## config.mk

```make
export PLATFORM = sky130hd
export DESIGN_NAME = mux_arb_nto1
export DESIGN_NICKNAME = d
export VERILOG_FILES = /design/src/rtl/mux_arb_nto1.sv
export SDC_FILE = /design/constraint.sdc
export NUM_CORES = 1
export LEC_CHECK = 0
export ABC_CLOCK_PERIOD_IN_PS = 4200
export CELL_PAD_IN_SITES_DETAIL_PLACEMENT = 0
export CELL_PAD_IN_SITES_GLOBAL_PLACEMENT = 2
export CORE_ASPECT_RATIO = 1.2
export CORE_MARGIN = 3
export CORE_UTILIZATION = 34
export CTS_BUF_LIST = sky130_fd_sc_hd__clkbuf_8
export CTS_CLUSTER_SIZE = 20
export DETAILED_ROUTE_END_ITERATION = 6
export DONT_BUFFER_PORTS = 1
export GPL_TIMING_DRIVEN = 0
export HOLD_SLACK_MARGIN = 0.05
export PLACE_DENSITY = 0.78
export SYNTH_ARGS = -nofsm -noshare
export SYNTH_HDL_FRONTEND = slang
export SYNTH_SLANG_ARGS = --single-unit
```

## constraint.sdc

```tcl
create_clock -name clk_in -period 4.2 [get_ports clk_in]
set_input_delay 0.84 -clock clk_in [delete_from_list [all_inputs] [get_ports clk_in]]
set_output_delay 0.84 -clock clk_in [all_outputs]
set_load 0.005 [all_outputs]
```

## src/rtl/mux_arb_nto1.sv

```systemverilog
// ---------------------------------------------------------------------------
// mux_arb_nto1 -- N-channel, W-bit arbitrating stream mux with a registered
// output stage.
//
// Each channel has its own valid/ready handshake. One channel is picked per
// load cycle and its beat is registered into q_out. The mode is chosen at
// run time:
//   mode_in = 00 fixed priority (lowest index wins)
//   mode_in = 01 round-robin (search starts at ptr, ptr moves past the winner)
//   mode_in = 10 manual (only channel sel_in may win)
//   mode_in = 11 reserved, behaves as 00
//
// Optional packet lock, enabled with `define MUX_ARB_PKT_LOCK_EN:
// a beat with last_in=0 locks arbitration onto its channel until that
// channel sends a beat with last_in=1.
//
// Ports:
//   clk_in   clock, rising edge
//   rst_in   synchronous reset, active-high
//   d_in     channel data, channel i at [i*W +: W]
//   vld_in   per-channel valid
//   last_in  per-channel end-of-packet (packet lock only)
//   rdy_out  per-channel ready (combinational)
//   sel_in   channel index for manual mode
//   mode_in  arbitration mode
//   q_out    registered output data
//   vld_out  output valid
//   ch_out   channel index of the beat in q_out
//   rdy_in   downstream ready
// ---------------------------------------------------------------------------
module mux_arb_nto1 #(
    parameter int N     = 4,
    parameter int W     = 8,
    parameter int SEL_W = 2
) (
    input  logic             clk_in,
    input  logic             rst_in,
    input  logic [N*W-1:0]   d_in,
    input  logic [N-1:0]     vld_in,
    input  logic [N-1:0]     last_in,
    output logic [N-1:0]     rdy_out,
    input  logic [SEL_W-1:0] sel_in,
    input  logic [1:0]       mode_in,
    output logic [W-1:0]     q_out,
    output logic             vld_out,
    output logic [SEL_W-1:0] ch_out,
    input  logic             rdy_in
);

    localparam logic [1:0] MODE_RR  = 2'b01;
    localparam logic [1:0] MODE_MAN = 2'b10;

    logic [SEL_W-1:0] ptr;
    logic [N-1:0]     elig;
    logic [N-1:0]     grant;
    logic [SEL_W-1:0] gnt_idx;
    logic             gnt_any;
    logic [W-1:0]     q_nxt;
    logic             load;

    // ptr is always < N, so a single conditional subtract gives the wrap.
    function automatic int rr_index(input logic [SEL_W-1:0] base, input int off);
        int s;
        s = int'(base) + off;
        return (s >= N) ? s - N : s;
    endfunction

    // The output register can take a new beat when empty or being drained.
    assign load = !vld_out || rdy_in;

`ifdef MUX_ARB_PKT_LOCK_EN
    logic             locked;
    logic [SEL_W-1:0] lock_ch;
`else
    // last_in only matters for packet lock.
    logic unused_last;
    assign unused_last = ^last_in;
`endif

    // Eligible set
    always_comb begin
        elig = '0;
        if (mode_in == MODE_MAN) begin
            // sel_in >= N matches no channel, leaving the set empty.
            for (int i = 0; i < N; i++)
                elig[i] = vld_in[i] && (int'(sel_in) == i);
        end else begin
            elig = vld_in;
        end
`ifdef MUX_ARB_PKT_LOCK_EN
        // A packet in flight overrides both mode and select.
        if (locked) begin
            for (int i = 0; i < N; i++)
                elig[i] = vld_in[i] && (int'(lock_ch) == i);
        end
`endif
    end

    // Grant: first eligible channel in search order
    always_comb begin
        gnt_any = 1'b0;
        gnt_idx = '0;
        if (mode_in == MODE_RR) begin
            for (int j = 0; j < N; j++) begin
                if (!gnt_any && elig[rr_index(ptr, j)]) begin
                    gnt_any = 1'b1;
                    gnt_idx = SEL_W'(rr_index(ptr, j));
                end
            end
        end else begin
            for (int i = 0; i < N; i++) begin
                if (!gnt_any && elig[i]) begin
                    gnt_any = 1'b1;
                    gnt_idx = SEL_W'(i);
                end
            end
        end
    end

    always_comb begin
        grant = '0;
        q_nxt = '0;
        for (int i = 0; i < N; i++) begin
            if (gnt_any && (int'(gnt_idx) == i)) begin
                grant[i] = 1'b1;
                q_nxt    = d_in[i*W +: W];
            end
        end
    end

    // No handshake may complete while reset is asserted: reset wins.
    always_comb begin
        rdy_out = '0;
        if (load && !rst_in)
            rdy_out = grant;
    end

    // Output stage and round-robin pointer
    always_ff @(posedge clk_in) begin
        if (rst_in) begin
            q_out   <= '0;
            vld_out <= 1'b0;
            ch_out  <= '0;
            ptr     <= '0;
        end else if (load) begin
            if (gnt_any) begin
                q_out   <= q_nxt;
                ch_out  <= gnt_idx;
                vld_out <= 1'b1;
                if (mode_in == MODE_RR)
                    ptr <= (int'(gnt_idx) == N-1) ? '0 : gnt_idx + 1'b1;
            end else begin
                vld_out <= 1'b0;
            end
        end
    end

`ifdef MUX_ARB_PKT_LOCK_EN
    always_ff @(posedge clk_in) begin
        if (rst_in) begin
            locked  <= 1'b0;
            lock_ch <= '0;
        end else if (load && gnt_any) begin
            locked  <= !last_in[gnt_idx];
            lock_ch <= gnt_idx;
        end
    end
`endif

endmodule

```

==> summary.md <==
| Metric | Value |
|---|---|
| Root buf cell | clkbuf_8 |
| Syn Inst Count | 145 |
| Static leakage | 0.460 nW |
| Number of flops mapped to enable cells by yosys | 0 |
| CP required | 3.36 ns |
| Placeable Area | 0.00314 mm^2 |
| RSZ-0062 raised after global routing | false |
| Post-layout util | 39.2% |
| Cell taking the most area after synthesis | dfxtp_1 |
| Later-pin clock latency in the skew report | 0.24 ns |
| Gr usage total | 16.0% |
| Reg2Reg Depth | 12 |
| Main flop type after synthesis | dfxtp_1 |
| Post-synth ARST share | 0% |
| Setup tns final | 0 ns |
| Tmin final | 3.91 ns |
| Area of the mapped netlist | 0.00114 mm^2 |
| DR pass1 iterations | 4 |
| Nets@finish | 201 |
| CTS Hold Bufs | 0 |
| Ports | 62 |
| Initial core utilization | 36.3% |
| CP delay by family, top | buffers and inverters |
| Initial antenna violation count | 0 |
| Number of post-CTS setup repair buffers | 0 |
| Antenna diodes | 0 |
| Synth-to-layout area growth | 8.02% |
| Largest net degree at the start of global routing | 11 |
| Crit. End Element | output pin |
| Port Buffer Count | 0 |
| Wire length per cell after detailed routing | 17.6 um |
| Syn_nets | 196 |
| Slew Viols, Final | 0 |
| Num Clock Sinks | 13 |
| CP bufs+invs | 3 |
| Routed wl met2 | 1800 um |
| Worst hold-check path type | reg -> reg |
| P per Cell Area | 327 mW/mm^2 |
| Via/cell ratio | 5.85 |
| Final setup viols | 0 |
| Clock-pin transition on the worst setup and hold timing paths | 0.05 ns |
| Hold Slack | 0.488 ns |
| Placement row count | 22 |
| Fin crit share | 93.1% |
| CP Cell Sequence | and2b_1 -> a21boi_2 -> a211oi_1 -> o32a_1 -> inv_1 -> ha_1 -> clkbuf_1 -> clkbuf_1 -> nor3b_1 |
| Max Cap Viol | 0 |
| Outcome | finished, final reports clean |
| Post-route antenna net violation count | 0 |
| Vias in the first global route | 1,053 |
| Post-CTS Resized | 0 |
| CP max-delay cell | o32a_1 |
| First-pass GRT wire length | 5150 um |
| Clock tree buffer depth | 2 |
| Post-DP HPWL | 2630 um |
| Max Used Layer | met4 |
| CTS tree | built |
| Setup CP Type | in -> out |
| CP Depth | 9 |
| Die X | 58.8 um |
| Worst path most repeated cell | clkbuf_1 |
| Top cells by area, synth | dfxtp_1 23%, nand2b_1 6.6%, a221oi_1 6.2%, a21oi_1 5.7%, nor2b_1 4.9% |
| Largest driver fanout on the critical path | 10 |
| DR iter-0 viols | 51 |
| DRC | 0 |
| Share of cells above drive strength 1 | 11.4% |
| Worst Clk Skew | 0.00419 ns |
| Sequential share of the synthesized area | 22.9% |
| Critical Path Max Stage Delay | 0.43 ns |
| Slew HR | 63.0% |
| Register bit count reported by yosys | 13 |
| Post-synth top area share | 22.9% |
| Final WL | 3260 um |
| Cells after DPL | 181 |
| Yosys cell types | 40 |
| CP startpoint kind | input port |
| GP Congestion | 0.854 |
| FMAX | 256 MHz |
| GRT overflow | 0 |
| WL met1 | 1260 um |
| Max IR drop VDD | 0.000196 V |
| Hold Crit Depth | 2 |
| Ys Warns | 0 |
| CTS Buf Count | 3 |
| Die Ht | 69.4 um |
| Final hold vios | 0 |
| Vias post-DR | 1,082 |
| Die Area | 0.00408 mm^2 |
| CP Data Arrival Time | 3.07 ns |
| Worst Max-Slew Pin Slew | 0.553 ns |
| Mean Syn Cell Area | 7.85 um^2 |
| Met3 routed WL | 186 um |
| Filler cells | 338 |
| Post-Layout Cell Count | 185 |
| H-tree depth | 1 |
[tightest hold or removal path, stage by stage (launching register included)]
cell and delay [ns]:
dfxtp_1 0.32, nand2b_1 0.07, a21oi_1 0.05
[cell type report]
class | count | area [um^2] | area share (%)
Tap cell | 36 | 45.0 | 3.66
Multi-Input combinational cell | 115 | 792 | 64.4
Clock buffer | 3 | 41.3 | 3.36
Clock inverter | 1 | 5.00 | 0.407
Buffer | 10 | 60.1 | 4.88
Inverter | 7 | 26.3 | 2.14
Sequential cell | 13 | 260 | 21.2
[final timing paths]
check                                start    endpoint  slack (ns)
worst max-delay path            mode_in[0]  rdy_out[3]        0.29
worst min-delay path              q_out[7]    q_out[7]        0.49
worst max register to register      ptr[1]    q_out[7]        1.28
worst min register to register    q_out[7]    q_out[7]        0.49
[power breakdown]
| part | switching (mW) | internal, mW |
|---|---|---|
| combinational | 0.0781 | 0.0628 |
| sequential | 0.0106 | 0.138 |
| clock | 0.0465 | 0.0656 |
[layout by cell type, fill, tap and decap left out, types with 2 or more instances in the layout]
master    count
a21oi_1      13
dfxtp_1      13
nand2b_1     12
nand2_1      12
nor2b_1       9
a221oi_1      8
nand3_1       8
inv_1         7
o31ai_1       7
nor2_1        6
clkbuf_1      5
nor3b_1       4
ha_1          4
o21ai_0       3
a211oi_1      3
clkbuf_8      3
o211a_1       2
buf_6         2
mux2i_1       2
o22ai_2       2
nor3_1        2
buf_4         2
[kinds of logic (layout without fill, tap and decap cells)]
| group | count (synthesis) | count (layout) | share of synthesized area [%] |
|---|---|---|---|
| and+or+nand+nor | 57 | 57 | 27.0 |
| AOI/OAI and AO/OA | 52 | 52 | 36.4 |
| buffers and inverters | 17 | 21 | 7.58 |
| DFF | 13 | 13 | 22.9 |
| adders and majority gates | 4 | 4 | 4.40 |
| muxes | 2 | 2 | 1.76 |
[per-stage QoR]
stage / cell area (um^2) / setup slack [ns] / power, mW
3_3_place_gp: 1180 / 0.311 / 0.294
3_5_place_dp: 1180 / 0.271 / 0.296
2_1_floorplan: 1140 / 0.649 / 0.262
4_1_cts: 1230 / 0.257 / 0.408
6_report: 1230 / 0.291 / 0.402
5_1_grt: 1230 / 0.105 / 0.432
[cells in the mapped netlist, drive strengths merged (2+ instances only)]
library cell and instances:
ha 4, a21oi 13, dfxtp 13, a211oi 4
nor2b 9, nand3 8, nor2 6, o21ai 5
nor3b 4, nor3 2, mux2i 2, o211a 2
a21boi 2, clkbuf 5, inv 7, nand2b 12
o31ai 7, nand2 12, a221oi 8, buf 5
o22ai 3
[sequential cells by signal, summed over array words and instances, names as in the netlist]
| signal | flops |
|---|---|
| q_out | 8 |
| ch_out | 2 |
| ptr | 2 |
| vld_out | 1 |
[metal layers]
layer	up-vias	global-route usage, %
li1	544	-
met1	499	18.8
met2	37	29.0
met3	2	4.10
met4	0	2.27
met5	-	0
(Power assumes the default switching activity.)
